<file path="src/rtl/piece_stamp_pkg.sv">
// Shared game package: board geometry, cell packing widths, block colours and the
// piece_stamp state encoding, plus helpers that pick one cell out of a packed piece.
package piece_stamp_pkg;

    localparam int BOARD_W = 10;
    localparam int BOARD_H = 25;
    localparam int X_W     = 5;
    localparam int Y_W     = 6;
    localparam int COLOR_W = 6;
    localparam int ADDR_W  = 8;
    localparam int STATE_W = 3;

    localparam logic [COLOR_W-1:0] EMPTY_BLK = 6'd0;

    localparam logic [STATE_W-1:0] ST_IDLE   = 3'd0;
    localparam logic [STATE_W-1:0] ST_C_ADDR = 3'd1;
    localparam logic [STATE_W-1:0] ST_C_WAIT = 3'd2;
    localparam logic [STATE_W-1:0] ST_C_READ = 3'd3;
    localparam logic [STATE_W-1:0] ST_W_ADDR = 3'd4;
    localparam logic [STATE_W-1:0] ST_W_WREN = 3'd5;
    localparam logic [STATE_W-1:0] ST_W_END  = 3'd6;
    localparam logic [STATE_W-1:0] ST_DONE   = 3'd7;

    typedef enum logic [STATE_W-1:0] {
        IDLE   = ST_IDLE,
        C_ADDR = ST_C_ADDR,
        C_WAIT = ST_C_WAIT,
        C_READ = ST_C_READ,
        W_ADDR = ST_W_ADDR,
        W_WREN = ST_W_WREN,
        W_END  = ST_W_END,
        DONE   = ST_DONE
    } state_t;

    function automatic logic [X_W-1:0] cell_x_sel(input logic [4*X_W-1:0] xs, input logic [1:0] idx);
        case (idx)
            2'd0:    cell_x_sel = xs[4:0];
            2'd1:    cell_x_sel = xs[9:5];
            2'd2:    cell_x_sel = xs[14:10];
            default: cell_x_sel = xs[19:15];
        endcase
    endfunction

    function automatic logic [Y_W-1:0] cell_y_sel(input logic [4*Y_W-1:0] ys, input logic [1:0] idx);
        case (idx)
            2'd0:    cell_y_sel = ys[5:0];
            2'd1:    cell_y_sel = ys[11:6];
            2'd2:    cell_y_sel = ys[17:12];
            default: cell_y_sel = ys[23:18];
        endcase
    endfunction

endpackage

</file>
<file path="src/rtl/piece_stamp_coord_to_addr.sv">
// Board coordinate to linear board-RAM address: addr = y*BOARD_W + x, 8-bit unsigned.
module coord_to_addr #(
    parameter int BOARD_W = 10
) (
    input  logic [4:0] x,
    input  logic [5:0] y,
    output logic [7:0] addr
);

    assign addr = ({2'b00, y} * 8'(BOARD_W)) + {3'b000, x};

endmodule

</file>
<file path="src/rtl/piece_stamp.sv">
// Locks the active tetromino into the board RAM after bounds/occupancy checks on all four cells.
// Optional erase mode (colour 0 clears the cells) is enabled by defining PIECE_STAMP_ERASE_EN.
module piece_stamp #(
    parameter int BOARD_W = piece_stamp_pkg::BOARD_W,
    parameter int BOARD_H = piece_stamp_pkg::BOARD_H
) (
    input  logic        clk,
    input  logic        reset,
    input  logic        enable,
    input  logic [19:0] cell_x,
    input  logic [23:0] cell_y,
    input  logic [5:0]  color,
    input  logic [5:0]  ram_Q,
    output logic [7:0]  ram_addr,
    output logic [5:0]  ram_data,
    output logic        ram_wren,
    output logic        collision,
    output logic        complete
);

    import piece_stamp_pkg::*;

    localparam logic [X_W-1:0] X_LIM = X_W'(BOARD_W);
    localparam logic [Y_W-1:0] Y_LIM = Y_W'(BOARD_H);

    state_t              state_r, state_s;
    logic [1:0]          idx_r, idx_s;
    logic [4*X_W-1:0]    xs_r, xs_s;
    logic [4*Y_W-1:0]    ys_r, ys_s;
    logic [COLOR_W-1:0]  color_r, color_s;
    logic [ADDR_W-1:0]   ram_addr_r, addr_s;
    logic [COLOR_W-1:0]  ram_data_r, data_s;
    logic                ram_wren_r, wren_s;
    logic                collision_r, coll_s;
    logic                complete_r, comp_s;

    logic [X_W-1:0]      cur_x_s;
    logic [Y_W-1:0]      cur_y_s;
    logic [ADDR_W-1:0]   cell_addr_s;
    logic                oob_s;
    logic                erase_s;
    logic                illegal_s;

    assign cur_x_s = cell_x_sel(xs_r, idx_r);
    assign cur_y_s = cell_y_sel(ys_r, idx_r);
    assign oob_s   = (cur_x_s >= X_LIM) || (cur_y_s >= Y_LIM);

    // Erase mode skips occupancy; without it a colour-0 request is rejected outright
`ifdef PIECE_STAMP_ERASE_EN
    assign erase_s   = (color_r == EMPTY_BLK);
    assign illegal_s = 1'b0;
`else
    assign erase_s   = 1'b0;
    assign illegal_s = (color_r == EMPTY_BLK);
`endif

    coord_to_addr #(.BOARD_W(BOARD_W)) u_coord_to_addr (
        .x    (cur_x_s),
        .y    (cur_y_s),
        .addr (cell_addr_s)
    );

    // Next-state and next-output logic for the check-then-write sequence
    always_comb begin
        state_s = state_r;
        idx_s   = idx_r;
        xs_s    = xs_r;
        ys_s    = ys_r;
        color_s = color_r;
        addr_s  = ram_addr_r;
        data_s  = ram_data_r;
        wren_s  = ram_wren_r;
        coll_s  = collision_r;
        comp_s  = complete_r;
        if (!enable) begin
            state_s = IDLE;
            idx_s   = 2'd0;
            addr_s  = 8'd0;
            data_s  = 6'd0;
            wren_s  = 1'b0;
            coll_s  = 1'b0;
            comp_s  = 1'b0;
        end else begin
            case (state_r)
                IDLE: begin
                    xs_s    = cell_x;
                    ys_s    = cell_y;
                    color_s = color;
                    idx_s   = 2'd0;
                    state_s = C_ADDR;
                end
                C_ADDR: begin
                    if (illegal_s || oob_s) begin
                        coll_s  = 1'b1;
                        comp_s  = 1'b1;
                        state_s = DONE;
                    end else begin
                        addr_s  = cell_addr_s;
                        state_s = C_WAIT;
                    end
                end
                C_WAIT: begin
                    state_s = C_READ;
                end
                C_READ: begin
                    if (!erase_s && (ram_Q != EMPTY_BLK)) begin
                        coll_s  = 1'b1;
                        comp_s  = 1'b1;
                        state_s = DONE;
                    end else if (idx_r == 2'd3) begin
                        idx_s   = 2'd0;
                        state_s = W_ADDR;
                    end else begin
                        idx_s   = idx_r + 2'd1;
                        state_s = C_ADDR;
                    end
                end
                W_ADDR: begin
                    addr_s  = cell_addr_s;
                    data_s  = color_r;
                    state_s = W_WREN;
                end
                W_WREN: begin
                    wren_s  = 1'b1;
                    state_s = W_END;
                end
                W_END: begin
                    wren_s = 1'b0;
                    if (idx_r == 2'd3) begin
                        comp_s  = 1'b1;
                        state_s = DONE;
                    end else begin
                        idx_s   = idx_r + 2'd1;
                        state_s = W_ADDR;
                    end
                end
                DONE: begin
                    state_s = DONE;
                end
                default: begin
                    state_s = IDLE;
                    idx_s   = 2'd0;
                    addr_s  = 8'd0;
                    data_s  = 6'd0;
                    wren_s  = 1'b0;
                    coll_s  = 1'b0;
                    comp_s  = 1'b0;
                end
            endcase
        end
    end

    // State, latched piece and registered outputs
    always_ff @(posedge clk) begin
        if (reset) begin
            state_r     <= IDLE;
            idx_r       <= 2'd0;
            xs_r        <= 20'd0;
            ys_r        <= 24'd0;
            color_r     <= 6'd0;
            ram_addr_r  <= 8'd0;
            ram_data_r  <= 6'd0;
            ram_wren_r  <= 1'b0;
            collision_r <= 1'b0;
            complete_r  <= 1'b0;
        end else begin
            state_r     <= state_s;
            idx_r       <= idx_s;
            xs_r        <= xs_s;
            ys_r        <= ys_s;
            color_r     <= color_s;
            ram_addr_r  <= addr_s;
            ram_data_r  <= data_s;
            ram_wren_r  <= wren_s;
            collision_r <= coll_s;
            complete_r  <= comp_s;
        end
    end

    assign ram_addr  = ram_addr_r;
    assign ram_data  = ram_data_r;
    assign ram_wren  = ram_wren_r;
    assign collision = collision_r;
    assign complete  = complete_r;

endmodule

</file>
<file path="config.mk">
export PLATFORM = sky130hd
export DESIGN_NAME = piece_stamp
export DESIGN_NICKNAME = d
export VERILOG_FILES = /design/src/rtl/piece_stamp_pkg.sv /design/src/rtl/piece_stamp_coord_to_addr.sv /design/src/rtl/piece_stamp.sv
export SDC_FILE = /design/constraint.sdc
export NUM_CORES = 1
export LEC_CHECK = 0
export ABC_AREA = 1
export CORE_MARGIN = 3
export CORE_UTILIZATION = 40
export DETAILED_ROUTE_END_ITERATION = 16
export PLACE_DENSITY = 0.7
export REMOVE_ABC_BUFFERS = 1
export SLEW_MARGIN = 20
export SYNTH_ARGS = -nofsm -noshare
export SYNTH_HDL_FRONTEND = slang
export SYNTH_SLANG_ARGS = --single-unit
</file>
<file path="constraint.sdc">
create_clock -name clk -period 3.4 [get_ports clk]
set_clock_uncertainty 0.2 [all_clocks]
set_input_delay 0.85 -clock clk [delete_from_list [all_inputs] [get_ports clk]]
set_output_delay 0.85 -clock clk [all_outputs]
set_load 0.01 [all_outputs]
</file>
After elaboration in Yosys (flattened, before gate mapping). Cells that the tools add are included.

Register bits: 72. Output and inout bits: 17. Bits of input ports: 59. Logic and storage cells: 68.

Reduce and logical (&&, ||, !) cells: 17. Equal/unequal tests: 16. Bitwise gates (word level): 1. Multipliers: 1. Order comparisons: 2. Add/sub/neg operators: 2. Mux-type cells: 19.

Operator list (number): one-hot mux 3 bit (8 select lines) (1); one-hot mux 6 bit (3 select lines) (1); one-hot mux 8 bit (2 select lines) (1); one-hot mux 5 bit (3 select lines) (1); equality test 3 bit (second input constant) (4); != test 2 bit (second input constant) (6); two-way mux 3 bit (3); adder 8 x 5 -> 8 bit (1); two-way mux 2 bit (4); two-way mux 8 bit (1); multiplier 6 x 3 -> 7 bit (second input constant) (1); equality test 3 x 2 -> 1 bit (second input constant) (2); >= comparator 6 x 5 -> 1 bit (second input constant) (1); logical NOT 6 bit (1); one-hot mux 2 bit (3 select lines) (1); AND reduction 3 bit (2); nonzero test 2 bit (3); nonzero test 3 bit (2); nonzero test 6 bit (1); >= comparator 5 x 4 -> 1 bit (second input constant) (1); equality test 2 bit (second input constant) (2); one-hot mux 1 bit (2 select lines) (2); AND reduction 2 bit (2); AND reduction 4 bit (1); 10 further kinds (13).

Logic depth before layout (Yosys ltp). Gate-level depths: netlist of run 1.

Word-level depth: 7. Depth in mapped cells: 19. Depth with buffers taken out: 18.

By module. A second synthesis of run 1 with hierarchy kept.

Cell total of the unflattened synthesis: 522. Area total of the unflattened synthesis: 3683.5 µm².

Modules (own cells, without submodules): piece_stamp (area an instance 3266.9 µm², cells each 458, seq. area each 1441.4 µm², instances 1); coord_to_addr (area an instance 416.6 µm², cells each 64, seq. area each 0.0 µm², instances 1).

Worst setup path before layout of run 1. No wires, ideal clock.

Path type: register -> register. Start: reg idx_r[0]. End: reg ram_addr_r[7], in the netlist ram_addr[7]. Arrival time: 2.736 ns. Setup slack: 0.349 ns. Clock period less this slack: 3.051 ns. Required time: 3.085 ns. Stages on the path, launching flop included: 18. Library setup time: 0.115 ns. Path buffers: 1. Cell sequence: dfxtp_1 inv_1 ha_1 buf_2 nand2_1 nand2_1 o21ai_2 inv_1 ha_1 ha_1 ha_1 nand2_1 o21ai_0 nand3_1 nand3_1 nand2_1 a21oi_1 nor2_1.

Word-level cells in the longest chain between the ends: 7. Elaborated cells on any way between the ends: 15. Those cells by class: add/sub (1); mul (1); order compare (2); eq/ne (3); mux (4); reduce/logical (4).

RTL lines: start, declared (line piece_stamp.sv:27) `logic [1:0] idx_r, idx_s;`; start signal, assigned (line piece_stamp.sv:168) `idx_r <= idx_s;`; parallel branches: the longest is 7 deep, another holds adder 8 x 5 -> 8 bit; end signal, assigned (line piece_stamp.sv:172) `ram_addr_r <= addr_s;`; end, declared (line piece_stamp.sv:31) `logic [ADDR_W-1:0] ram_addr_r, addr_s;`.

Parallel ways; which one is timed is not known. The select of a mux whose other input is x is not followed. A chain may end at the register's enable or synchronous reset.

Worst setup path after layout of run 1. Same ends and word-level chain as after synthesis.

==> metrics.log, run 1 <==
INFO  metric outcome = complete, no violations
INFO  metric grt_overflow = 0
INFO  metric crit_path_top_delay_cell = sky130_fd_sc_hd__fa_1
INFO  metric detail_route.first_pass.iterations = 4
INFO  metric route.vias.total = 3,494
INFO  metric clock-root-buffer = sky130_fd_sc_hd__clkbuf_8
INFO  metric dpl_worst_slack = 0.0673 ns
INFO  metric final-setup-viol-count = 0
INFO  metric routedWlPerCell = 13.1 µm
INFO  metric die_h = 101 µm
INFO  metric ys_dominant_reg_cell = sky130_fd_sc_hd__dfxtp_1
INFO  metric post-route-worst-setup-slack = 0.257 ns
INFO  metric grtUsageTotal = a little under a fifth
INFO  metric final_min_period_over_clock_period = 92.4%
INFO  metric numPortBuffers = 75
INFO  metric layout_net_count = about 660
INFO  metric power_switching_share = a little over a quarter
INFO  metric synth_enable_flop_cells = 0
INFO  metric cts_tree = yes
INFO  metric antenna_cells = 0
INFO  metric yosysTopAreaCell = sky130_fd_sc_hd__dfxtp_1
INFO  metric die_w = 101 µm
INFO  metric cellLeakagePower = 2.03 nW
INFO  metric ios = 76
INFO  metric vias_in_the_first_global_route = 3,450
INFO  metric cp.required = 3.45 ns
INFO  metric synth_warnings = 0
INFO  metric post_synth_num_cell_types = 28
INFO  metric fillCellCount = 834
INFO  metric std_cell_rows = 33
INFO  metric area_growth = 31.0%
INFO  metric initial_antenna_violation_count = 0
INFO  metric post_drt_via_cell_ratio = just over 5
INFO  metric rsz_0062_raised_after_global_routing = no
INFO  metric fin_tns_setup = 0 ns
INFO  metric antenna_left = 0
INFO  metric postSynthCellCount = 511
INFO  metric fraction_of_the_yosys_area_taken_by_sequential_cells = 40.2%
INFO  metric timing.critical_path.max_delay_family = adder cells
INFO  metric syn_area = 0.00359 mm²
INFO  metric postSynth.asyncResetShare = 0%
INFO  metric combPwrFrac = 17.2%
INFO  metric synthTopCellsByArea = sky130_fd_sc_hd__dfxtp_1 (40%), sky130_fd_sc_hd__nand2_1 (13%), sky130_fd_sc_hd__a21oi_1 (9.3%)
INFO  metric first_iter_violations = 147
INFO  metric worstSetupPathType = reg -> reg
INFO  metric hp-class = reg -> reg
INFO  metric switchingPower = 0.575 mW
INFO  metric pin_count_of_the_biggest_net_entering_global_routing = 51
INFO  metric cts.path.max_buffers = 2
INFO  metric crit_buf_inv = 4
INFO  metric detail_route.wirelength = 9080 µm
INFO  metric finalWorstPathRequiredPeriod = 3.14 ns
INFO  metric dieArea = a little over 0.01 mm²
INFO  metric cts_sinks = 72
INFO  metric cp_max_fo = 8
INFO  metric initial_util = 42.4%
INFO  metric drc_markers = 0
INFO  metric power.ir.vdd_worst = 289 µV
INFO  metric seqCellArea = 0.00144 mm²
INFO  metric crit_arrival = roughly 3.2 ns
INFO  metric place.detailed.hpwl = around 7000 µm
INFO  metric floorplan.core_area = 0.00846 mm²
INFO  metric p_int = 1.56 mW
INFO  metric timing_hold_violations_final = 0
INFO  metric max_cap_violations = 0
INFO  metric multiInputGateArea = 0.00184 mm²
INFO  metric netlist.area_leader.share = between 40% and 50%
INFO  metric critPathMaxStageDelay = roughly 0.43 ns
INFO  metric pwr_density_cell = around 450 mW/mm²
INFO  metric power_frac_clock = 39.6%
INFO  metric htreeDepth = 3
INFO  metric max_freq = 0.318 GHz
INFO  metric post_synthesis_register_bit_count = 72
INFO  metric report.final.slew_viol_count = 0
INFO  metric later_pin_clock_latency_in_the_skew_report = approximately 0.36 ns
INFO  metric grt_first_pass_wirelength = 15,400 µm
INFO  metric yosysMostFrequentCell = sky130_fd_sc_hd__nand2_1
INFO  metric synth.cells.most_frequent = sky130_fd_sc_hd__nand2_1 (128), sky130_fd_sc_hd__dfxtp_1 (72), sky130_fd_sc_hd__a21oi_1 (67)
INFO  metric timing.critical_path.from_type = flip-flop
INFO  metric p_seq_share = 43.2%
INFO  metric layout-drive-gt1-share = 7.67%
INFO  metric worstMarginPinSlew = 0.586 ns
INFO  metric crit_path_cell_trace = inv_1 -> ha_1 -> buf_4 -> nand2_1 -> nand2_1 -> o21bai_2 -> inv_1 -> ha_1 -> inv_1 -> fa_1 -> xnor2_1 -> nand3_1 -> nand3_1 -> nand2_1 -> a21oi_1 -> nor2_1
INFO  metric number_of_clock_buffers_inserted_by_tritoncts = 9
INFO  metric cts.reportedPaths.clkPinSlew = 0.08 ns
INFO  metric post_synth.cell_area_avg = 7.02 µm²
INFO  metric gp_congestion = 0.901
INFO  metric hold_buffers = 0
INFO  metric worst_slew_margin_rel = 60.9%
INFO  metric endpoint_kind = flip-flop
cells in the final DEF, fill, tap and decap left out:
| cell | n |
|---|---|
| sky130_fd_sc_hd__nand2_1 | 128 |
| sky130_fd_sc_hd__clkdlybuf4s50_1 | 75 |
| sky130_fd_sc_hd__dfxtp_1 | 72 |
| sky130_fd_sc_hd__a21oi_1 | 67 |
| sky130_fd_sc_hd__nand3_1 | 63 |
| sky130_fd_sc_hd__inv_1 | 44 |
| sky130_fd_sc_hd__nor2_1 | 43 |
| sky130_fd_sc_hd__buf_4 | 15 |
| sky130_fd_sc_hd__ha_1 | 13 |
| sky130_fd_sc_hd__a211oi_1 | 12 |
| sky130_fd_sc_hd__clkbuf_8 | 9 |
| sky130_fd_sc_hd__o21ai_0 | 7 |
| sky130_fd_sc_hd__o21ai_1 | 5 |
| sky130_fd_sc_hd__nor2_2 | 5 |
| sky130_fd_sc_hd__xor2_1 | 3 |
| sky130_fd_sc_hd__bufinv_16 | 3 |
| sky130_fd_sc_hd__inv_2 | 2 |
| sky130_fd_sc_hd__o21ai_2 | 2 |
| sky130_fd_sc_hd__xnor2_1 | 2 |
| sky130_fd_sc_hd__fa_1 | 2 |
| sky130_fd_sc_hd__ha_2 | 2 |
| sky130_fd_sc_hd__inv_6 | 2 |
| sky130_fd_sc_hd__o21bai_2 | 1 |
| sky130_fd_sc_hd__clkinv_1 | 1 |
| sky130_fd_sc_hd__nand2_2 | 1 |
| sky130_fd_sc_hd__nor3_1 | 1 |
| sky130_fd_sc_hd__a31oi_1 | 1 |
| sky130_fd_sc_hd__nand4_4 | 1 |
| sky130_fd_sc_hd__nand4_1 | 1 |
| sky130_fd_sc_hd__nand2b_1 | 1 |
| sky130_fd_sc_hd__a32oi_1 | 1 |
| sky130_fd_sc_hd__clkinvlp_4 | 1 |
| sky130_fd_sc_hd__inv_8 | 1 |
worst reg2reg max path, cell delays in order, from the launching register on:
cell                       delay (ns)
sky130_fd_sc_hd__dfxtp_1         0.42
sky130_fd_sc_hd__inv_1           0.09
sky130_fd_sc_hd__ha_1            0.25
sky130_fd_sc_hd__buf_4           0.18
sky130_fd_sc_hd__nand2_1         0.07
sky130_fd_sc_hd__nand2_1         0.09
sky130_fd_sc_hd__o21bai_2        0.19
sky130_fd_sc_hd__inv_1           0.09
sky130_fd_sc_hd__ha_1            0.31
sky130_fd_sc_hd__inv_1           0.07
sky130_fd_sc_hd__fa_1            0.43
sky130_fd_sc_hd__xnor2_1         0.23
sky130_fd_sc_hd__nand3_1         0.12
sky130_fd_sc_hd__nand3_1         0.10
sky130_fd_sc_hd__nand2_1         0.05
sky130_fd_sc_hd__a21oi_1         0.12
sky130_fd_sc_hd__nor2_1          0.06
final timing paths:
path | end | startpoint | slack, ns | cells after the start
min reg2reg | ys_r[23]$_SDFFE_PP0P_ | ys_r[23]$_SDFFE_PP0P_ | 0.26 | 2
min | ys_r[23]$_SDFFE_PP0P_ | ys_r[23]$_SDFFE_PP0P_ | 0.26 | 2
max reg2reg | ram_addr[7]$_SDFFE_PP0P_ | idx_r[0]$_SDFFE_PP0P_ | 0.26 | 16
max | ram_addr[7]$_SDFFE_PP0P_ | idx_r[0]$_SDFFE_PP0P_ | 0.26 | 16
repair_timing:
action / 4_1_cts / 5_1_grt
buffers inserted: 0 / 1
resized for setup: 0 / 3
setup endpoints to repair: 0 / 2
layout make-up:
type / instances / share of cell area (%)
sequential: 72 / 30.7
clock buffer: 9 / 2.63
timing repair buffer: 90 / 18.4
tap: 105 / 2.79
multi-input combinational: 362 / 39.1
inverter: 47 / 3.75
clock inverter: 7 / 2.69
metal layers:
layer / vias up / part of all wire (%) / track usage [%]
met4: 0 / 2.1 / 6.94
met5: - / 0 / 0
met3: 18 / 4.7 / 5.05
met1: 1590 / 45 / 23.0
met2: 80 / 48 / 32.0
li1: 1806 / - / -
flip-flops by register name (all words and copies together), names as in the netlist:
signal     flops
state_r        3
color_r        6
ram_data       6
ram_wren       1
complete       1
xs_r          20
collision      1
ram_addr       8
idx_r          2
ys_r          24
cell families (layout without fill, tap and decap cells):
family | count (synthesis) | in the layout | share of synthesized area (%)
flip-flops | 72 | 72 | 40.2
adder cells (fa/ha/maj) | 17 | 17 | 6.35
buffers and inverters | 77 | 153 | 8.72
AND/OR/NAND/NOR | 244 | 244 | 28.8
AO/OA/AOI/OAI | 96 | 96 | 14.7
XOR/XNOR | 5 | 5 | 1.22
per-stage QoR:
| stage | cell area (µm²) | std cells | hold WS, ns | utilization, % | total power [mW] |
|---|---|---|---|---|---|
| global route | 4700 | 692 | 0.276 | 55.6 | 2.24 |
| detailed placement | 4440 | 675 | 0.254 | 52.4 | 1.31 |
| global placement | 4440 | 675 | 0.252 | 52.4 | 1.30 |
| floorplan | 3450 | 481 | 0.235 | - | 1.14 |
| CTS | 4690 | 691 | 0.264 | 55.4 | 2.15 |
| finish | 4700 | 692 | 0.261 | 55.6 | 2.14 |
power by group through the flow:
stage	clock network, mW	registers, mW	logic (mW)
2_1_floorplan	0	0.936	0.203
3_3_place_gp	0	0.943	0.356
3_5_place_dp	0	0.943	0.366
4_1_cts	0.859	0.923	0.368
5_1_grt	0.895	0.929	0.418
6_report	0.846	0.924	0.367
Note: power is estimated with default switching activity, not from simulation.
==> run 2: changes to the inputs <==
--- a/config.mk
+++ b/config.mk
@@ -7,9 +7,9 @@
 export LEC_CHECK = 0
 export ABC_AREA = 1
 export CORE_MARGIN = 3
-export CORE_UTILIZATION = 40
+export CORE_UTILIZATION = 30
 export DETAILED_ROUTE_END_ITERATION = 16
-export PLACE_DENSITY = 0.7
+export PLACE_DENSITY = 0.57
 export REMOVE_ABC_BUFFERS = 1
 export SLEW_MARGIN = 20
 export SYNTH_ARGS = -nofsm -noshare
==> metrics.log, run 2 (synthesis results as in run 1) <==
INFO  metric outcome = complete, no violations
INFO  metric fin_tns_setup = 0 ns (unchanged)
INFO  metric cp_max_fo = 6 (-2)
INFO  metric finalWorstPathRequiredPeriod = 3.13 ns (-0.0171 ns)
INFO  metric crit_arrival = 3.14 ns (-0.06 ns)
INFO  metric later_pin_clock_latency_in_the_skew_report = 0.33 ns (-0.03 ns)
INFO  metric std_cell_rows = 39 (+18%)
INFO  metric globalRouteMet2Util = 23.2% (-8.8 points)
INFO  metric number_of_clock_buffers_inserted_by_tritoncts = 9 (unchanged)
INFO  metric clock-root-buffer = sky130_fd_sc_hd__clkbuf_16
INFO  metric cts_tree = yes
INFO  metric power.ir.vdd_worst = 258 µV (-11%)
INFO  metric timing_hold_violations_final = 0 (unchanged)
INFO  metric routedWlPerCell = 13.2 µm (+0.65%)
INFO  metric report.final.slew_viol_count = 0 (unchanged)
INFO  metric cts.reportedPaths.clkPinSlew = 0.06 ns (-0.02 ns)
INFO  metric place.detailed.hpwl = 6990 µm (-0.57%)
INFO  metric route.vias.total = 3,444 (-1.4%)
INFO  metric max_cap_violations = 0 (unchanged)
INFO  metric detail_route.first_pass.iterations = 4 (unchanged)
INFO  metric worst_slew_margin_rel = 60.3% (-0.59 points)
INFO  metric pwr_density_cell = 458 mW/mm² (+0.85%)
INFO  metric initial_util = 31.0% (-11 points)
INFO  metric grt_use_met3 = 3.37% (-1.7 points)
INFO  metric ios = 76 (unchanged)
INFO  metric largest_register_ffs = 24 (unchanged)
INFO  metric vias_in_the_first_global_route = 3,252 (-5.7%)
INFO  metric gp_congestion = 0.876 (-2.7%)
INFO  metric holdWs = 0.259 ns (-0.00153 ns)
INFO  metric globalRouteMet1Util = 20.3% (-2.8 points)
INFO  metric numPortBuffers = 75 (unchanged)
INFO  metric reg2reg_setup_slack = 0.27 ns (+0.02 ns)
INFO  metric hold_buffers = 0 (unchanged)
INFO  metric dieArea = 0.0133 mm² (+31%)
INFO  metric rsz_0062_raised_after_global_routing = no
INFO  metric final-setup-viol-count = 0 (unchanged)
INFO  metric largest_register = ys_r
INFO  metric post_drt_via_cell_ratio = 4.75 (-5.9%)
INFO  metric post_cts_resize_count = 0 (unchanged)
INFO  metric grtUsageTotal = 14.8% (-4.1 points)
INFO  metric detail_route.wirelength = 9570 µm (+5.5%)
INFO  metric worstSetupPathType = reg -> reg
INFO  metric drc_markers = 0 (unchanged)
INFO  metric grt_overflow = 0 (unchanged)
INFO  metric grt_first_pass_wirelength = 15,700 µm (+2.3%)
INFO  metric cellLeakagePower = 2.03 nW (+0.25%)
INFO  metric cts_post_setup_buffers_inserted = 0 (unchanged)
INFO  metric layout.cells.most_common = sky130_fd_sc_hd__nand2_1
INFO  metric worstMarginPinSlew = 0.595 ns (+0.00885 ns)
INFO  metric initial_antenna_violation_count = 0 (unchanged)
INFO  metric hp-class = reg -> reg
INFO  metric final_cell_mix = sky130_fd_sc_hd__nand2_1 (128), sky130_fd_sc_hd__clkdlybuf4s50_1 (74), sky130_fd_sc_hd__dfxtp_1 (72), sky130_fd_sc_hd__a21oi_1 (67), sky130_fd_sc_hd__nand3_1 (63)
INFO  metric layout-drive-gt1-share = 6.70% (-0.97 points)
INFO  metric endpoint_kind = flip-flop
INFO  metric floorplan.core_area = 0.0116 mm² (+37%)
INFO  metric cts_sinks = 72 (unchanged)
INFO  metric timing.critical_path.from_type = flip-flop
INFO  metric die_h = 115 µm (+15%)
INFO  metric first_iter_violations = 144 (-2.0%)
INFO  metric cts.path.max_buffers = 2 (unchanged)
INFO  metric grt_busiest_layer = met2
INFO  metric cp.required = 3.42 ns (-0.03 ns)
INFO  metric antenna_left = 0 (unchanged)
INFO  metric htreeDepth = 3 (unchanged)
INFO  metric post-route-util = 41.1% (-14 points)
INFO  metric area_growth = 32.3%
INFO  metric layout_net_count = 653 (-0.76%)
INFO  metric final_min_period_over_clock_period = 91.9% (-0.50 points)
INFO  metric pin_count_of_the_biggest_net_entering_global_routing = 51 (unchanged)
INFO  metric die_w = 115 µm (+15%)
INFO  metric max_freq = 0.320 GHz (+0.55%)
INFO  metric antenna_cells = 0 (unchanged)
==> run 2: worst max-delay path, cell delays in order, from the launching register on <==
cell and delay, ns:
sky130_fd_sc_hd__dfxtp_1 0.40, sky130_fd_sc_hd__inv_1 0.08, sky130_fd_sc_hd__ha_1 0.27, sky130_fd_sc_hd__nand2_1 0.09, sky130_fd_sc_hd__nand2_1 0.07, sky130_fd_sc_hd__o21ai_2 0.19
sky130_fd_sc_hd__inv_1 0.10, sky130_fd_sc_hd__ha_1 0.29, sky130_fd_sc_hd__ha_1 0.30, sky130_fd_sc_hd__ha_1 0.34, sky130_fd_sc_hd__nand2_1 0.07, sky130_fd_sc_hd__o21ai_1 0.20
sky130_fd_sc_hd__nand3_1 0.11, sky130_fd_sc_hd__nand3_1 0.09, sky130_fd_sc_hd__nand2_1 0.05, sky130_fd_sc_hd__a21oi_1 0.11, sky130_fd_sc_hd__nor2_1 0.06
==> run 2: stage by stage <==
stage	instances	setup slack (ns)	cell area, µm²	total power [mW]
6_report	725	0.275	4750	2.18
3_5_place_dp	709	0.199	4460	1.31
5_1_grt	725	0.0361	4750	2.30
4_1_cts	725	0.171	4750	2.20
2_1_floorplan	481	0.292	3450	1.14
3_3_place_gp	709	0.273	4460	1.30
==> run 2: power breakdown <==
group | total (mW) | switching, mW | internal [mW]
logic | 0.368 | 0.201 | 0.167
registers | 0.923 | 0.0272 | 0.896
clock network | 0.885 | 0.354 | 0.531
total | 2.18 | 0.582 | 1.59
==> run 2: cell type report <==
class	instances	area, µm²
fillers	1204	6820
multi-input cells	362	1830
flip-flops and latches	72	1440
repair buffers	85	833
clock buffers	11	253
well taps	143	179
inverters	47	176
clock inverters	5	31.3
==> run 2: worst paths after layout <==
path | cells past startpoint | end | from
setup / recovery | 16 | ram_addr[7]$_SDFFE_PP0P_ | idx_r[0]$_SDFFE_PP0P_
hold reg to reg | 2 | xs_r[9]$_SDFFE_PP0P_ | xs_r[9]$_SDFFE_PP0P_
setup reg to reg | 16 | ram_addr[7]$_SDFFE_PP0P_ | idx_r[0]$_SDFFE_PP0P_
hold / removal | 2 | xs_r[9]$_SDFFE_PP0P_ | xs_r[9]$_SDFFE_PP0P_
==> run 2: per-layer routing <==
metal	vias to the layer above	share of wire (%)
li1	1799	-
met2	81	46
met3	9	4.9
met4	0	1.4
met1	1555	47
met5	-	0
